<file path="config.mk">
export PLATFORM = sky130hd
export DESIGN_NAME = pico_axi_addr_arbiter_flat
export DESIGN_NICKNAME = d
export VERILOG_FILES = /design/src/rtl/pico_axi_addr_arbiter_if.sv /design/src/rtl/pico_axi_addr_arbiter.sv /design/src/flat_wrapper.sv
export SDC_FILE = /design/constraint.sdc
export NUM_CORES = 1
export LEC_CHECK = 0
export ABC_AREA = 1
export BUFFER_PORTS_ARGS = -buffer_cell sky130_fd_sc_hd__buf_2
export CORE_MARGIN = 8
export CORE_UTILIZATION = 40
export CTS_BUF_LIST = sky130_fd_sc_hd__clkbuf_4
export DETAILED_ROUTE_END_ITERATION = 7
export GPL_TIMING_DRIVEN = 0
export PLACE_DENSITY = 0.69
export SYNTH_ARGS = -nofsm -noshare
export SYNTH_HDL_FRONTEND = slang
export SYNTH_SLANG_ARGS = --single-unit
</file>
<file path="constraint.sdc">
create_clock -name clk -period 10.4 [get_ports clk]
set_input_delay 1.04 -clock clk [delete_from_list [all_inputs] [get_ports clk]]
set_output_delay 1.04 -clock clk [all_outputs]
set_load 0.03 [all_outputs]
</file>
<file path="src/rtl/pico_axi_addr_arbiter_if.sv">
`default_nettype none
// ============================================================================
// Module      : pico_axi_addr_arbiter_if
// Description : Requester-side and MIG-side AXI address channel bundle for
//               the address arbiter.
// Revision    : 1.0 - initial release
// ============================================================================
interface pico_axi_addr_arbiter_if #(
    parameter int C_NUM_SLAVE_PORTS     = 4,
    parameter int C_AXI_SLAVE_ID_WIDTH  = 8,
    parameter int C_AXI_MASTER_ID_WIDTH = 10,
    parameter int C_AXI_ADDR_WIDTH      = 33
);
    // Requester side, port i occupies slice [i*W +: W] of each flattened field
    logic [C_NUM_SLAVE_PORTS-1:0]                        s_axi_valid;
    logic [C_NUM_SLAVE_PORTS-1:0]                        s_axi_ready;
    logic [C_NUM_SLAVE_PORTS*C_AXI_SLAVE_ID_WIDTH-1:0]   s_axi_id;
    logic [C_NUM_SLAVE_PORTS*C_AXI_ADDR_WIDTH-1:0]       s_axi_addr;
    logic [C_NUM_SLAVE_PORTS*8-1:0]                      s_axi_len;
    logic [C_NUM_SLAVE_PORTS*3-1:0]                      s_axi_size;
    logic [C_NUM_SLAVE_PORTS*2-1:0]                      s_axi_burst;

    // MIG side
    logic                                                m_axi_valid;
    logic                                                m_axi_ready;
    logic [C_AXI_MASTER_ID_WIDTH-1:0]                    m_axi_id;
    logic [C_AXI_ADDR_WIDTH-1:0]                         m_axi_addr;
    logic [7:0]                                          m_axi_len;
    logic [2:0]                                          m_axi_size;
    logic [1:0]                                          m_axi_burst;

    // Arbiter view: accepts requests, drives the MIG request
    modport master (
        input  s_axi_valid, s_axi_id, s_axi_addr, s_axi_len, s_axi_size, s_axi_burst,
        output s_axi_ready,
        output m_axi_valid, m_axi_id, m_axi_addr, m_axi_len, m_axi_size, m_axi_burst,
        input  m_axi_ready
    );

    // Environment view: requesters plus the MIG port
    modport slave (
        output s_axi_valid, s_axi_id, s_axi_addr, s_axi_len, s_axi_size, s_axi_burst,
        input  s_axi_ready,
        input  m_axi_valid, m_axi_id, m_axi_addr, m_axi_len, m_axi_size, m_axi_burst,
        output m_axi_ready
    );
endinterface
`default_nettype wire

</file>
<file path="src/rtl/pico_axi_addr_arbiter.sv">
`default_nettype none
// ============================================================================
// Module      : pico_axi_addr_arbiter
// Description : Round-robin arbiter for one AXI address channel with a
//               registered output stage and an outstanding-transaction limit.
// Revision    : 1.0 - initial release
// ============================================================================
module pico_axi_addr_arbiter #(
    parameter int C_NUM_SLAVE_PORTS     = 4,
    parameter int C_AXI_SLAVE_ID_WIDTH  = 8,
    parameter int C_AXI_MASTER_ID_WIDTH = 10,
    parameter int C_AXI_ADDR_WIDTH      = 33,
    parameter int C_MAX_OUTSTANDING     = 16
) (
    input  wire                     clk,
    input  wire                     rst_n,
    pico_axi_addr_arbiter_if.master bus,
    input  wire                     resp_done,
    output logic [7:0]              outstanding
);

    localparam int         c_idx_w   = (C_NUM_SLAVE_PORTS > 1) ? $clog2(C_NUM_SLAVE_PORTS) : 1;
    localparam int         c_sid_w   = C_AXI_SLAVE_ID_WIDTH;
    localparam int         c_mid_w   = C_AXI_MASTER_ID_WIDTH;
    localparam int         c_addr_w  = C_AXI_ADDR_WIDTH;
    localparam logic [7:0] c_max_out = 8'(C_MAX_OUTSTANDING);

    typedef enum logic [0:0] {
        ST_EMPTY = 1'b0,
        ST_FULL  = 1'b1
    } state_t;

    state_t                        r_state;
    state_t                        w_state_nxt;
    logic [c_idx_w-1:0]            r_last_grant;
    logic [c_idx_w-1:0]            w_grant_idx;
    logic                          w_grant_vld;
    logic                          w_credit_ok;
    logic                          w_load_en;
    logic                          w_s_hs;
    logic                          w_resp_dec;
    logic [C_NUM_SLAVE_PORTS-1:0]  w_s_ready;
    logic [7:0]                    r_outstanding;
    logic [7:0]                    w_outstanding_nxt;

    logic [c_sid_w-1:0]            w_sel_id;
    logic [c_addr_w-1:0]           w_sel_addr;
    logic [7:0]                    w_sel_len;
    logic [2:0]                    w_sel_size;
    logic [1:0]                    w_sel_burst;

    logic [c_mid_w-1:0]            r_m_id;
    logic [c_addr_w-1:0]           r_m_addr;
    logic [7:0]                    r_m_len;
    logic [2:0]                    r_m_size;
    logic [1:0]                    r_m_burst;

    function automatic logic [c_idx_w-1:0] wrap_idx(input logic [c_idx_w-1:0] base, input int off);
        int sum;
        sum = int'(base) + off;
        return c_idx_w'(sum % C_NUM_SLAVE_PORTS);
    endfunction

    // Rotating priority: search starts one past the previous winner
    always_comb begin
        w_grant_vld = 1'b0;
        w_grant_idx = '0;
        for (int k = 1; k <= C_NUM_SLAVE_PORTS; k++) begin
            if (!w_grant_vld && bus.s_axi_valid[wrap_idx(r_last_grant, k)]) begin
                w_grant_vld = 1'b1;
                w_grant_idx = wrap_idx(r_last_grant, k);
            end
        end
    end

    // A completion in the same cycle frees the slot the new request needs
    assign w_credit_ok = (r_outstanding < c_max_out) || resp_done;
    assign w_load_en   = rst_n && ((r_state == ST_EMPTY) || bus.m_axi_ready) && w_credit_ok;
    assign w_s_hs      = w_load_en && w_grant_vld;

    always_comb begin
        w_s_ready = '0;
        for (int i = 0; i < C_NUM_SLAVE_PORTS; i++) begin
            if (w_s_hs && (w_grant_idx == c_idx_w'(i))) begin
                w_s_ready[i] = 1'b1;
            end
        end
    end

    assign bus.s_axi_ready = w_s_ready;

    assign w_sel_id    = bus.s_axi_id   [int'(w_grant_idx) * c_sid_w  +: c_sid_w];
    assign w_sel_addr  = bus.s_axi_addr [int'(w_grant_idx) * c_addr_w +: c_addr_w];
    assign w_sel_len   = bus.s_axi_len  [int'(w_grant_idx) * 8        +: 8];
    assign w_sel_size  = bus.s_axi_size [int'(w_grant_idx) * 3        +: 3];
    assign w_sel_burst = bus.s_axi_burst[int'(w_grant_idx) * 2        +: 2];

    always_comb begin
        w_state_nxt = r_state;
        case (r_state)
            ST_EMPTY: begin
                if (w_s_hs) begin
                    w_state_nxt = ST_FULL;
                end
            end
            ST_FULL: begin
                if (w_s_hs) begin
                    w_state_nxt = ST_FULL;
                end else if (bus.m_axi_ready) begin
                    w_state_nxt = ST_EMPTY;
                end
            end
            default: w_state_nxt = ST_EMPTY;
        endcase
    end

    always_ff @(posedge clk or negedge rst_n) begin
        if (!rst_n) begin
            r_state <= ST_EMPTY;
        end else begin
            r_state <= w_state_nxt;
        end
    end

    // A spurious completion with nothing outstanding is dropped
    assign w_resp_dec = resp_done && (r_outstanding != 8'd0);

    always_comb begin
        w_outstanding_nxt = r_outstanding;
        if (w_s_hs && !w_resp_dec) begin
            w_outstanding_nxt = r_outstanding + 8'd1;
        end else if (!w_s_hs && w_resp_dec) begin
            w_outstanding_nxt = r_outstanding - 8'd1;
        end
    end

    always_ff @(posedge clk or negedge rst_n) begin
        if (!rst_n) begin
            r_outstanding <= 8'd0;
            r_last_grant  <= c_idx_w'(C_NUM_SLAVE_PORTS - 1);
        end else begin
            r_outstanding <= w_outstanding_nxt;
            if (w_s_hs) begin
                r_last_grant <= w_grant_idx;
            end
        end
    end

    // Output fields only move on an accepted request, so a stalled beat stays stable
    always_ff @(posedge clk or negedge rst_n) begin
        if (!rst_n) begin
            r_m_id    <= '0;
            r_m_addr  <= '0;
            r_m_len   <= '0;
            r_m_size  <= '0;
            r_m_burst <= '0;
        end else if (w_s_hs) begin
            r_m_id    <= c_mid_w'({w_grant_idx, w_sel_id});
            r_m_addr  <= w_sel_addr;
            r_m_len   <= w_sel_len;
            r_m_size  <= w_sel_size;
            r_m_burst <= w_sel_burst;
        end
    end

    assign bus.m_axi_valid = (r_state == ST_FULL);
    assign bus.m_axi_id    = r_m_id;
    assign bus.m_axi_addr  = r_m_addr;
    assign bus.m_axi_len   = r_m_len;
    assign bus.m_axi_size  = r_m_size;
    assign bus.m_axi_burst = r_m_burst;
    assign outstanding     = r_outstanding;

endmodule
`default_nettype wire

</file>
<file path="src/flat_wrapper.sv">
// flat-port wrapper written by rule: the top's interface ports become plain ports
module pico_axi_addr_arbiter_flat 
#(
    parameter int C_NUM_SLAVE_PORTS     = 4,
    parameter int C_AXI_SLAVE_ID_WIDTH  = 8,
    parameter int C_AXI_MASTER_ID_WIDTH = 10,
    parameter int C_AXI_ADDR_WIDTH      = 33,
    parameter int C_MAX_OUTSTANDING     = 16
)
  (clk, rst_n, resp_done, outstanding, bus_s_axi_valid, bus_s_axi_id, bus_s_axi_addr, bus_s_axi_len, bus_s_axi_size, bus_s_axi_burst, bus_s_axi_ready, bus_m_axi_valid, bus_m_axi_id, bus_m_axi_addr, bus_m_axi_len, bus_m_axi_size, bus_m_axi_burst, bus_m_axi_ready);
  pico_axi_addr_arbiter_if #(.C_NUM_SLAVE_PORTS(C_NUM_SLAVE_PORTS), .C_AXI_SLAVE_ID_WIDTH(C_AXI_SLAVE_ID_WIDTH), .C_AXI_MASTER_ID_WIDTH(C_AXI_MASTER_ID_WIDTH), .C_AXI_ADDR_WIDTH(C_AXI_ADDR_WIDTH)) bus_i ();
  input  wire clk;
  input  wire rst_n;
  input  wire resp_done;
  output logic [7:0] outstanding;
  input wire logic [$bits(bus_i.s_axi_valid)-1:0] bus_s_axi_valid;
  input wire logic [$bits(bus_i.s_axi_id)-1:0] bus_s_axi_id;
  input wire logic [$bits(bus_i.s_axi_addr)-1:0] bus_s_axi_addr;
  input wire logic [$bits(bus_i.s_axi_len)-1:0] bus_s_axi_len;
  input wire logic [$bits(bus_i.s_axi_size)-1:0] bus_s_axi_size;
  input wire logic [$bits(bus_i.s_axi_burst)-1:0] bus_s_axi_burst;
  output wire logic [$bits(bus_i.s_axi_ready)-1:0] bus_s_axi_ready;
  output wire logic [$bits(bus_i.m_axi_valid)-1:0] bus_m_axi_valid;
  output wire logic [$bits(bus_i.m_axi_id)-1:0] bus_m_axi_id;
  output wire logic [$bits(bus_i.m_axi_addr)-1:0] bus_m_axi_addr;
  output wire logic [$bits(bus_i.m_axi_len)-1:0] bus_m_axi_len;
  output wire logic [$bits(bus_i.m_axi_size)-1:0] bus_m_axi_size;
  output wire logic [$bits(bus_i.m_axi_burst)-1:0] bus_m_axi_burst;
  input wire logic [$bits(bus_i.m_axi_ready)-1:0] bus_m_axi_ready;
  assign bus_i.s_axi_valid = bus_s_axi_valid;
  assign bus_i.s_axi_id = bus_s_axi_id;
  assign bus_i.s_axi_addr = bus_s_axi_addr;
  assign bus_i.s_axi_len = bus_s_axi_len;
  assign bus_i.s_axi_size = bus_s_axi_size;
  assign bus_i.s_axi_burst = bus_s_axi_burst;
  assign bus_s_axi_ready = bus_i.s_axi_ready;
  assign bus_m_axi_valid = bus_i.m_axi_valid;
  assign bus_m_axi_id = bus_i.m_axi_id;
  assign bus_m_axi_addr = bus_i.m_axi_addr;
  assign bus_m_axi_len = bus_i.m_axi_len;
  assign bus_m_axi_size = bus_i.m_axi_size;
  assign bus_m_axi_burst = bus_i.m_axi_burst;
  assign bus_i.m_axi_ready = bus_m_axi_ready;
  pico_axi_addr_arbiter #(.C_NUM_SLAVE_PORTS(C_NUM_SLAVE_PORTS), .C_AXI_SLAVE_ID_WIDTH(C_AXI_SLAVE_ID_WIDTH), .C_AXI_MASTER_ID_WIDTH(C_AXI_MASTER_ID_WIDTH), .C_AXI_ADDR_WIDTH(C_AXI_ADDR_WIDTH), .C_MAX_OUTSTANDING(C_MAX_OUTSTANDING)) u_core (.clk(clk), .rst_n(rst_n), .bus(bus_i), .resp_done(resp_done), .outstanding(outstanding));
endmodule
</file>
==> flow_summary.ini <==
[outcome]
status = complete, no violations

[sta]
fmax_mhz = 219
drv_slew = 0
grt_setup_unrepaired = false
period_needed_ns = 4.57
fin_crit_sh_pct = 43.9
worst_pin_slew_ns = 0.881
setup_tns_ns = 0
clock_skew_ns = 0.0130
setup_viol = 0
hold_viol_final = 0
max_slew_margin_pct = 41.3

[cells_and_area]
drive_gt1_share_pct = 34.3
fillers = 1467
seqCellArea_sq_um = 1680
multi_input_area_sq_um = 2870
layout.nets = 1420
area_delta_synth_final_pct = 34.0

[yosys]
synth_most_common_cell = nand2_1
synth_xor_area_share_pct = 0.478
avgSynthCellArea_sq_um = 6.21
synth_top_area_share_pct = 29.6
ys_types = 33
ys_top_cells_by_count = nand2_1, nand3_1, inv_1
ys_async_sr_fraction_pct = 100
ys_ff_latch = 67
synthSimpleGateAreaFrac_pct = 47.2
synth_fa_ha_area_share_pct = 1.96
synth_top_family_by_area = simple AND/OR/NAND/NOR gates
synthMuxAreaShare_pct = 0
synth_ff_type = dfrtp_1
yosysTopAreaCell = dfrtp_1
syn-cell-area_sq_um = 5500
synth_nets = 1117
syn_inst = 885
synthTopCellsByArea = dfrtp_1, nand2_1, nand3_1
synth_seq_area_share_pct = 30.5
yosys_warnings = 0
synth_compound_area_share_pct = 2.59
synth_edf_count = 0

[place]
dp_hpwl_um = 16400
place.gp.congestion = 0.890
io_buffers = 292

[critical_path]
cp.arrival_ns = 4.89
critPathKind = input port to register
crit_fanout = 68
rrSetupSlack_ns = 6.42
cp.required_ns = 10.71
start_kind = input port
setup.worst_path.end_class = register

[floorplanning]
die_w_um = 133
dieArea_sq_um = 17800
core_area_sq_um = 13700
io_pins = 293
core.rowCount = 43
dieHeight_um = 133
start_util_pct = 40.2

[global_routing]
first_global_vias = 6373
antenna_found_initial = 1
globalRouteMet2Util_pct = 38.8
grtUsageMet3_pct = 6.70
grt_pass1_wl_um = 32600
top_usage_layer = met2
gr-usage-met1_pct = 27.1
grt_use_total_pct = 22.7
grt_max_degree = 69
grt-ovfl-total = 0

[power]
leakagePower_nw = 4.60
peakVddDrop_mv = 0.165
powerDensity_nw_per_um2 = 377
power_mw = 2.78

[clocking]
clk_pin_slew_worst_paths_ns = 0.12
cts_sinks = 67
clockRootBuffer = clkbuf_4
cts_resized = 0
cts.path.max_buffers = 2
holdBufCountCts = 0
h-tree-depth = 3
postCtsSetupBuffers = 0
cts_buffers = 9
clock_latency_ns = 0.42
cts_tree = yes

[routing]
via_per_inst = 4.63
wl_per_cell_um = 14.9
vias = 6358
drt_iter0_drc = 396
drc_errors = 0
ant_nets = 0
drt_wl_total_um = 20500
drtPass1Iterations = 4

[run]
cap_viol_max_count = 0

[min_path]
min_path_type = register to register
## sequential cells by signal, summed over array words and instances, names as in the netlist
register	count
u_core.bus.m_axi_burst	2
u_core.bus.m_axi_id	10
u_core.bus.m_axi_valid	1
u_core.bus.m_axi_len	8
u_core.outstanding	8
u_core.bus.m_axi_size	3
u_core.r_last_grant	2
u_core.bus.m_axi_addr	33
## cells by family after synthesis
| family | Yosys count |
|---|---|
| buffers and inverters | 221 |
| adders and majority gates | 8 |
| xor gates and xnor gates | 3 |
| AOI/OAI and AO/OA | 24 |
| and+or+nand+nor | 562 |
| DFF | 67 |
## placed cells by master, fill, tap and decap left out, types with 9 or more instances in the layout
| cell | count |
|---|---|
| nor2_1 | 15 |
| clkbuf_1 | 14 |
| nand3_1 | 192 |
| a21oi_1 | 10 |
| buf_6 | 9 |
| inv_1 | 170 |
| dfrtp_1 | 65 |
| or2_0 | 20 |
| buf_2 | 307 |
| o21ai_0 | 9 |
| or2_2 | 46 |
| clkbuf_4 | 10 |
| nand2_1 | 273 |
## metal layers
| metal | part of all wire (%) | up-vias |
|---|---|---|
| li1 | - | 3286 |
| met1 | 42 | 2796 |
| met2 | 48 | 249 |
| met3 | 8.6 | 25 |
| met4 | 1.3 | 2 |
| met5 | 0.064 | - |
## final cells by class
class	instances	share of cell area [%]
clock buffer	10	1.02
timing repair buffer	292	19.9
antenna	1	0.0340
multi-input combinational	597	39.0
sequential	67	22.8
inverter	174	8.93
buffer	47	3.90
tap	180	3.06
clock inverter	6	1.41
## critical path: stages
cell,delay [ns]
buf_4,0.65
o21ai_0,0.19
a21oi_1,0.31
o21ai_4,0.18
inv_2,0.15
clkbuf_1,0.46
ha_1,0.32
inv_1,0.16
ha_1,0.36
a21oi_1,0.16
nand2_1,0.10
a21oi_1,0.18
nor2_1,0.07
o21ai_0,0.22
nand2_1,0.08
nand2_1,0.06
nand2_1,0.04
nand2_1,0.05
nand2_1,0.05
## report_power, final
group / total (mW) / internal (mW) / leakage [nW] / switching [mW]
registers: 0.479 / 0.396 / 0.821 / 0.0831
logic: 2.08 / 0.708 / 3.69 / 1.37
clock network: 0.223 / 0.123 / 0.0978 / 0.100
## path summary, 6_finish.rpt
path	end	startpoint	cells past startpoint
hold reg to reg	u_core.bus.m_axi_addr[14]	u_core.bus.m_axi_addr[14]	2
max in group asynchronous	u_core.bus.m_axi_addr[8]	rst_n	1
setup / recovery	u_core.outstanding[7]	rst_n	19
hold / removal	u_core.bus.m_axi_addr[14]	u_core.bus.m_axi_addr[14]	2
setup reg to reg	u_core.outstanding[7]	u_core.r_last_grant[0]	24
min in group asynchronous	u_core.bus.m_axi_id[1]	rst_n	1
## per-stage QoR
| stage | hold WS [ns] | setup slack (ns) | util (%) | instances | instance area (sq um) |
|---|---|---|---|---|---|
| CTS | 0.495 | 5.78 | 53.9 | 1373 | 7370 |
| detailed placement | 0.460 | 5.33 | 52.6 | 1357 | 7190 |
| finish | 0.490 | 5.83 | 53.9 | 1374 | 7370 |
| global placement | 0.458 | 4.77 | 52.6 | 1357 | 7190 |
| global route | 0.501 | 5.39 | 53.9 | 1373 | 7370 |
| floorplan | 0.522 | 6.65 | - | 885 | 5500 |
Note: power is estimated with default switching activity, not from simulation.
